**src/rtl/exec_monitor.sv**
```systemverilog
// Run monitor for the pipelined MIPS core: counts run cycles and events, detects the
// finish store, then drives the dmem read port and streams result words over valid/ready.
module exec_monitor #(
    parameter int unsigned       DATA_W      = 32,
    parameter int unsigned       ADDR_W      = 16,
    parameter int unsigned       CNT_W       = 32,
    parameter int unsigned       N_EVT       = 4,
    parameter logic [DATA_W-1:0] FINISH_ADDR = DATA_W'(32'h7fff),
    parameter int unsigned       MAX_CYCLES  = 100000,
    parameter int unsigned       DUMP_WORDS  = 50
) (
    input  logic                    clk,
    input  logic                    rst,
    input  logic                    run,
    input  logic [N_EVT-1:0]        evt,
    input  logic [DATA_W-1:0]       daddr,
    input  logic                    dwe,
    input  logic [DATA_W-1:0]       dwdata,
    output logic                    halt,
    output logic                    mem_sel,
    output logic [ADDR_W-1:0]       dump_addr,
    input  logic [DATA_W-1:0]       dump_rdata,
    output logic                    out_valid,
    input  logic                    out_ready,
    output logic [DATA_W-1:0]       out_data,
    output logic [ADDR_W-1:0]       out_index,
    output logic                    done,
    output logic                    timeout,
    output logic [DATA_W-1:0]       result,
    output logic [CNT_W-1:0]        cycle_count,
    output logic [N_EVT*CNT_W-1:0]  evt_count
);

    localparam logic [1:0] IDLE = 2'd0;
    localparam logic [1:0] RUN  = 2'd1;
    localparam logic [1:0] DUMP = 2'd2;
    localparam logic [1:0] DONE = 2'd3;

    // Compared in 64 bits so a narrow counter never aliases onto the limit.
    localparam logic [63:0]       CYCLE_LIMIT = 64'(MAX_CYCLES) - 64'd1;
    localparam logic [ADDR_W-1:0] LAST_INDEX  = ADDR_W'(DUMP_WORDS - 1);

    logic [1:0]        state;
    logic [1:0]        state_next;
    logic              count_en;
    logic              finish_hit;
    logic              timeout_hit;
    logic              beat;
    logic              at_limit;
    logic [ADDR_W-1:0] index;
    logic [CNT_W-1:0]  evt_cnt [N_EVT];

    assign at_limit  = (64'(cycle_count) == CYCLE_LIMIT);
    assign beat      = out_valid && out_ready;
    assign dump_addr = index;
    assign out_index = index;
    assign out_data  = dump_rdata;

    for (genvar g = 0; g < N_EVT; g++) begin : g_evt
        assign evt_count[g*CNT_W +: CNT_W] = evt_cnt[g];
    end

    // State register
    always_ff @(posedge clk) begin
        if (rst) begin
            state <= IDLE;
        end else begin
            state <= state_next;
        end
    end

    // Next state and datapath strobes; finish has priority over timeout
    always_comb begin
        state_next  = state;
        count_en    = 1'b0;
        finish_hit  = 1'b0;
        timeout_hit = 1'b0;
        case (state)
            IDLE: begin
                if (run) begin
                    state_next = RUN;
                end
            end
            RUN: begin
                if (run) begin
                    count_en = 1'b1;
                    if (dwe && (daddr == FINISH_ADDR)) begin
                        finish_hit = 1'b1;
                        state_next = DUMP;
                    end else if (at_limit) begin
                        timeout_hit = 1'b1;
                        state_next  = DONE;
                    end
                end
            end
            DUMP: begin
                if (beat && (index == LAST_INDEX)) begin
                    state_next = DONE;
                end
            end
            DONE: begin
                state_next = DONE;
            end
            default: begin
                state_next = IDLE;
            end
        endcase
    end

    // Registered status outputs follow the next state so they line up with it
    always_ff @(posedge clk) begin
        if (rst) begin
            halt      <= 1'b0;
            mem_sel   <= 1'b0;
            out_valid <= 1'b0;
            done      <= 1'b0;
        end else begin
            halt      <= (state_next == DUMP) || (state_next == DONE);
            mem_sel   <= (state_next == DUMP);
            out_valid <= (state_next == DUMP);
            done      <= (state_next == DONE);
        end
    end

    // Saturating run and event counters
    always_ff @(posedge clk) begin
        if (rst) begin
            cycle_count <= '0;
            for (int i = 0; i < int'(N_EVT); i++) begin
                evt_cnt[i] <= '0;
            end
        end else if (count_en) begin
            if (cycle_count != '1) begin
                cycle_count <= cycle_count + CNT_W'(1);
            end
            for (int i = 0; i < int'(N_EVT); i++) begin
                if (evt[i] && (evt_cnt[i] != '1)) begin
                    evt_cnt[i] <= evt_cnt[i] + CNT_W'(1);
                end
            end
        end
    end

    // Result capture, timeout flag and dump index
    always_ff @(posedge clk) begin
        if (rst) begin
            result  <= '0;
            timeout <= 1'b0;
            index   <= '0;
        end else begin
            if (finish_hit) begin
                result <= dwdata;
                index  <= '0;
            end else if (beat) begin
                index <= index + ADDR_W'(1);
            end
            if (timeout_hit) begin
                timeout <= 1'b1;
            end
        end
    end

endmodule

```
**config.mk**
```make
export PLATFORM = sky130hd
export DESIGN_NAME = exec_monitor
export DESIGN_NICKNAME = d
export VERILOG_FILES = /design/src/rtl/exec_monitor.sv
export SDC_FILE = /design/constraint.sdc
export NUM_CORES = 1
export LEC_CHECK = 0
export CORE_ASPECT_RATIO = 2
export CORE_MARGIN = 3
export CORE_UTILIZATION = 45
export CTS_CLUSTER_SIZE = 25
export DETAILED_ROUTE_END_ITERATION = 10
export DONT_BUFFER_PORTS = 1
export GPL_ROUTABILITY_DRIVEN = 0
export PLACE_DENSITY_LB_ADDON = 0.05
export SLEW_MARGIN = 0
export SYNTH_ARGS = -nofsm -noshare
export SYNTH_HDL_FRONTEND = slang
export SYNTH_SLANG_ARGS = --single-unit
```
**constraint.sdc**
```tcl
create_clock -name clk -period 8.07 [get_ports clk]
set_clock_uncertainty 0.2 [all_clocks]
set_input_delay 2.421 -clock clk [delete_from_list [all_inputs] [get_ports clk]]
set_output_delay 2.421 -clock clk [all_outputs]
set_load 0.005 [all_outputs]
```
==> results.cfg <==
[final_layout]
commonest_non_fill_non_tap_cell_in_the_layout = sky130_fd_sc_hd__nor2_1
final-instance-count-excl-fill = 1464
antenna-diode-count = 0
highest_count_cells_in_the_layout_ignoring_fill_and_taps = sky130_fd_sc_hd__nor2_1 (172), sky130_fd_sc_hd__edfxtp_1 (128), sky130_fd_sc_hd__nand2_1 (124), sky130_fd_sc_hd__dfxtp_1 (86), sky130_fd_sc_hd__nand3_1 (85)
final_core_util = 0.477
layout-drive-gt1-share = 0.0468
postLayoutCellArea_sq_um = 11700
nNetsFinal = 1229
area.growth.synth_to_final_pct = 4.22

[logic_synthesis]
synth_seq_area_share = 0.496
post_synth_net_total = 1298
number_of_distinct_library_cells_after_synthesis = 54
netlist_instances = 1186
postSynthAreaPerCell_sq_um = 9.46
yosys_warnings = 0
ys_dominant_reg_cell = sky130_fd_sc_hd__edfxtp_1
ys_ff_latch = 214
edff_count_synth = 128
asyncSetResetFlopFracSynth = 0
netlist_area_sq_um = 11200

[clock_tree]
cts_root_buf = sky130_fd_sc_hd__clkbuf_16
post_cts_resized = 0
worst_skew_pair_latency_ns = 0.51
cts-root-to-sink-buffers = 3
hold_buffer_count_at_cts = 0
tritoncts = yes
number_of_cts_inserted_buffers = 21
clk_pin_slew_worst_paths_ns = 0.06
clock_sinks = 214
postCtsSetupRepairBufs = 0
ctsHtreeMaxLevel = 1

[critical_path]
regToRegSetupSlack_ns = 4.66
critical_path.endpoint_type = output pin
timing.setup.critical_path_class = in2out
cp.required_ns = 5.45
crit_fanout = 1
worst_r2r_startpoint = evt_cnt[3][0]
rr_endpoint = evt_cnt[3][27]
critical_path.startpoint_type = primary input
worst_ep_arrival_time_ns = 2.42
worst_r2r_path_depth = 6

[sta]
post-route-min-period_ns = 5.04
timing.fmax_mhz = 198
rsz0062_at_grt = no
setup_viol = 0
setup_ws_ns = 3.03
slew-limit-headroom = 0.277
slew_viol_final = 0
layout_worst_path_cycle_share = 0.625
report.final.hold_viol_count = 0
fin_hold_ws_ns = 0.268
timing.setup.tns_ns = 0
slew_at_the_pin_closest_to_its_max_slew_limit_ns = 1.08

[placement]
pre_cts_slack_ns = 3.03
dpl-instance-area_sq_um = 11100
detailed_place_hpwl_um = 21900
io_buffers = 0
total_placed_cells_including_tap_cells = 1426

[detailed_routing]
route.antenna.remaining_nets = 0
drt-vias-per-instance = 5.78
sum_of_routed_wire_length_over_all_layers_um = 30100
drc = 0
count_of_vias_placed_by_the_detailed_router = 8455
iteration_0_drc_count_of_the_detailed_router = 360
drt_first_pass_iters = 4
routedWlPerCell_um = 20.6

[pwr]
power.density_cell_area_nw_per_um2 = 192
net_sw_power_mw = 0.521
swShare = 0.233
power_leakage_nw = 3.57
total_power_mw = 2.24
pwr-share-seq = 0.558
clockPowerShare = 0.411
ir_worst_vdd_mv = 0.152
internal-power_mw = 1.72
combinationalPowerShare = 0.031

[global_routing]
antenna_found_initial = 0
grt_pass1_wl_um = 47700
first_global_vias = 8426
gr-usage-all-layers = 0.216
global_route_overflow = 0
grt_max_degree = 76

[die]
die_w_um = 118
die_area_sq_um = 27000
io_pins = 366
chipHeight_um = 229
initial_utilization = 0.457
placement_rows = 81
design.core.area_sq_um = 24500

[min_path]
timing.hold.worst.class = reg2reg
terminating_pin_of_the_worst_hold_path = result[22]
hold_path_startpoint = result[22]
timing.hold.worst_path_depth = 2

[status]
outcome = finished clean

[job]
drv_cap = 0
==> state kept, by name, summed over array words and instances (netlist names) <==
register	flops
cycle_count	32
done	1
dump_addr	16
evt_cnt	128
halt	1
out_valid	1
result	32
state	2
timeout	1
==> power by group through the flow <==
stage	clock, mW	sequential (mW)	combinational [mW]
global placement	0	1.27	0.0703
detailed placement	0	1.28	0.0706
CTS	0.951	1.25	0.0712
floorplan	0	1.25	0.0762
finish	0.921	1.25	0.0697
global route	0.991	1.26	0.0790
==> cell families after synthesis <==
logic type / count (synthesis) / share of synthesized area
DFF: 214 / 0.496
xor gates and xnor gates: 128 / 0.0999
AOI/OAI and AO/OA: 117 / 0.0628
and+or+nand+nor: 599 / 0.269
muxes: 4 / 0.00390
adders and majority gates: 7 / 0.00781
buffers and inverters: 117 / 0.0605
==> layout make-up <==
| type | count | area, sq um |
|---|---|---|
| fill | 2358 | 12800 |
| sequential | 214 | 5570 |
| multi-input combinational | 855 | 4980 |
| clock buffer | 30 | 579 |
| tap | 332 | 415 |
| inverter | 22 | 82.6 |
| clock inverter | 8 | 42.5 |
| timing repair buffer | 3 | 22.5 |
==> per-layer routing <==
layer	share of wire	GRT usage	vias up
li1	-	-	4068
met3	0.085	0.0754	50
met5	0	0	-
met1	0.36	0.226	4056
met2	0.53	0.401	281
met4	0.030	0.0719	0
==> synth_stat cells (8+ instances only) <==
master                       n  share of area
sky130_fd_sc_hd__xnor2_1    52          0.041
sky130_fd_sc_hd__o31ai_1    11         0.0074
sky130_fd_sc_hd__edfxtp_1  128           0.34
sky130_fd_sc_hd__clkbuf_1   22         0.0074
sky130_fd_sc_hd__or4_1      19          0.013
sky130_fd_sc_hd__and4_1     24          0.019
sky130_fd_sc_hd__nor4_1     29          0.016
sky130_fd_sc_hd__inv_1      22         0.0074
sky130_fd_sc_hd__xor2_1     76          0.059
sky130_fd_sc_hd__and3_1     18          0.010
sky130_fd_sc_hd__nor3_1     27          0.012
sky130_fd_sc_hd__or3_1      18          0.010
sky130_fd_sc_hd__nor2_1    172          0.058
sky130_fd_sc_hd__nand4_1    48          0.027
sky130_fd_sc_hd__buf_2      14         0.0062
sky130_fd_sc_hd__dfxtp_1    86           0.15
sky130_fd_sc_hd__a21oi_1    64          0.029
sky130_fd_sc_hd__buf_4      51          0.034
sky130_fd_sc_hd__nand3_1    85          0.038
sky130_fd_sc_hd__o21ai_1     8         0.0036
sky130_fd_sc_hd__and2_1     11         0.0061
sky130_fd_sc_hd__o21ai_0    10         0.0045
sky130_fd_sc_hd__nand2_1   124          0.041
==> worst max path at each step <==
stage | startpoint | to | slack, ns | cells past startpoint
global placement | dump_rdata[13] | out_data[13] | 3.03 | 0
CTS | dump_rdata[13] | out_data[13] | 3.03 | 0
floorplan | dump_rdata[0] | out_data[0] | 2.92 | 1
detailed placement | dump_rdata[13] | out_data[13] | 3.03 | 0
finish | dump_rdata[17] | out_data[17] | 3.03 | 0
global route | dump_rdata[17] | out_data[17] | 3.03 | 0
No activity file was read; power rests on OpenSTA's default activity.
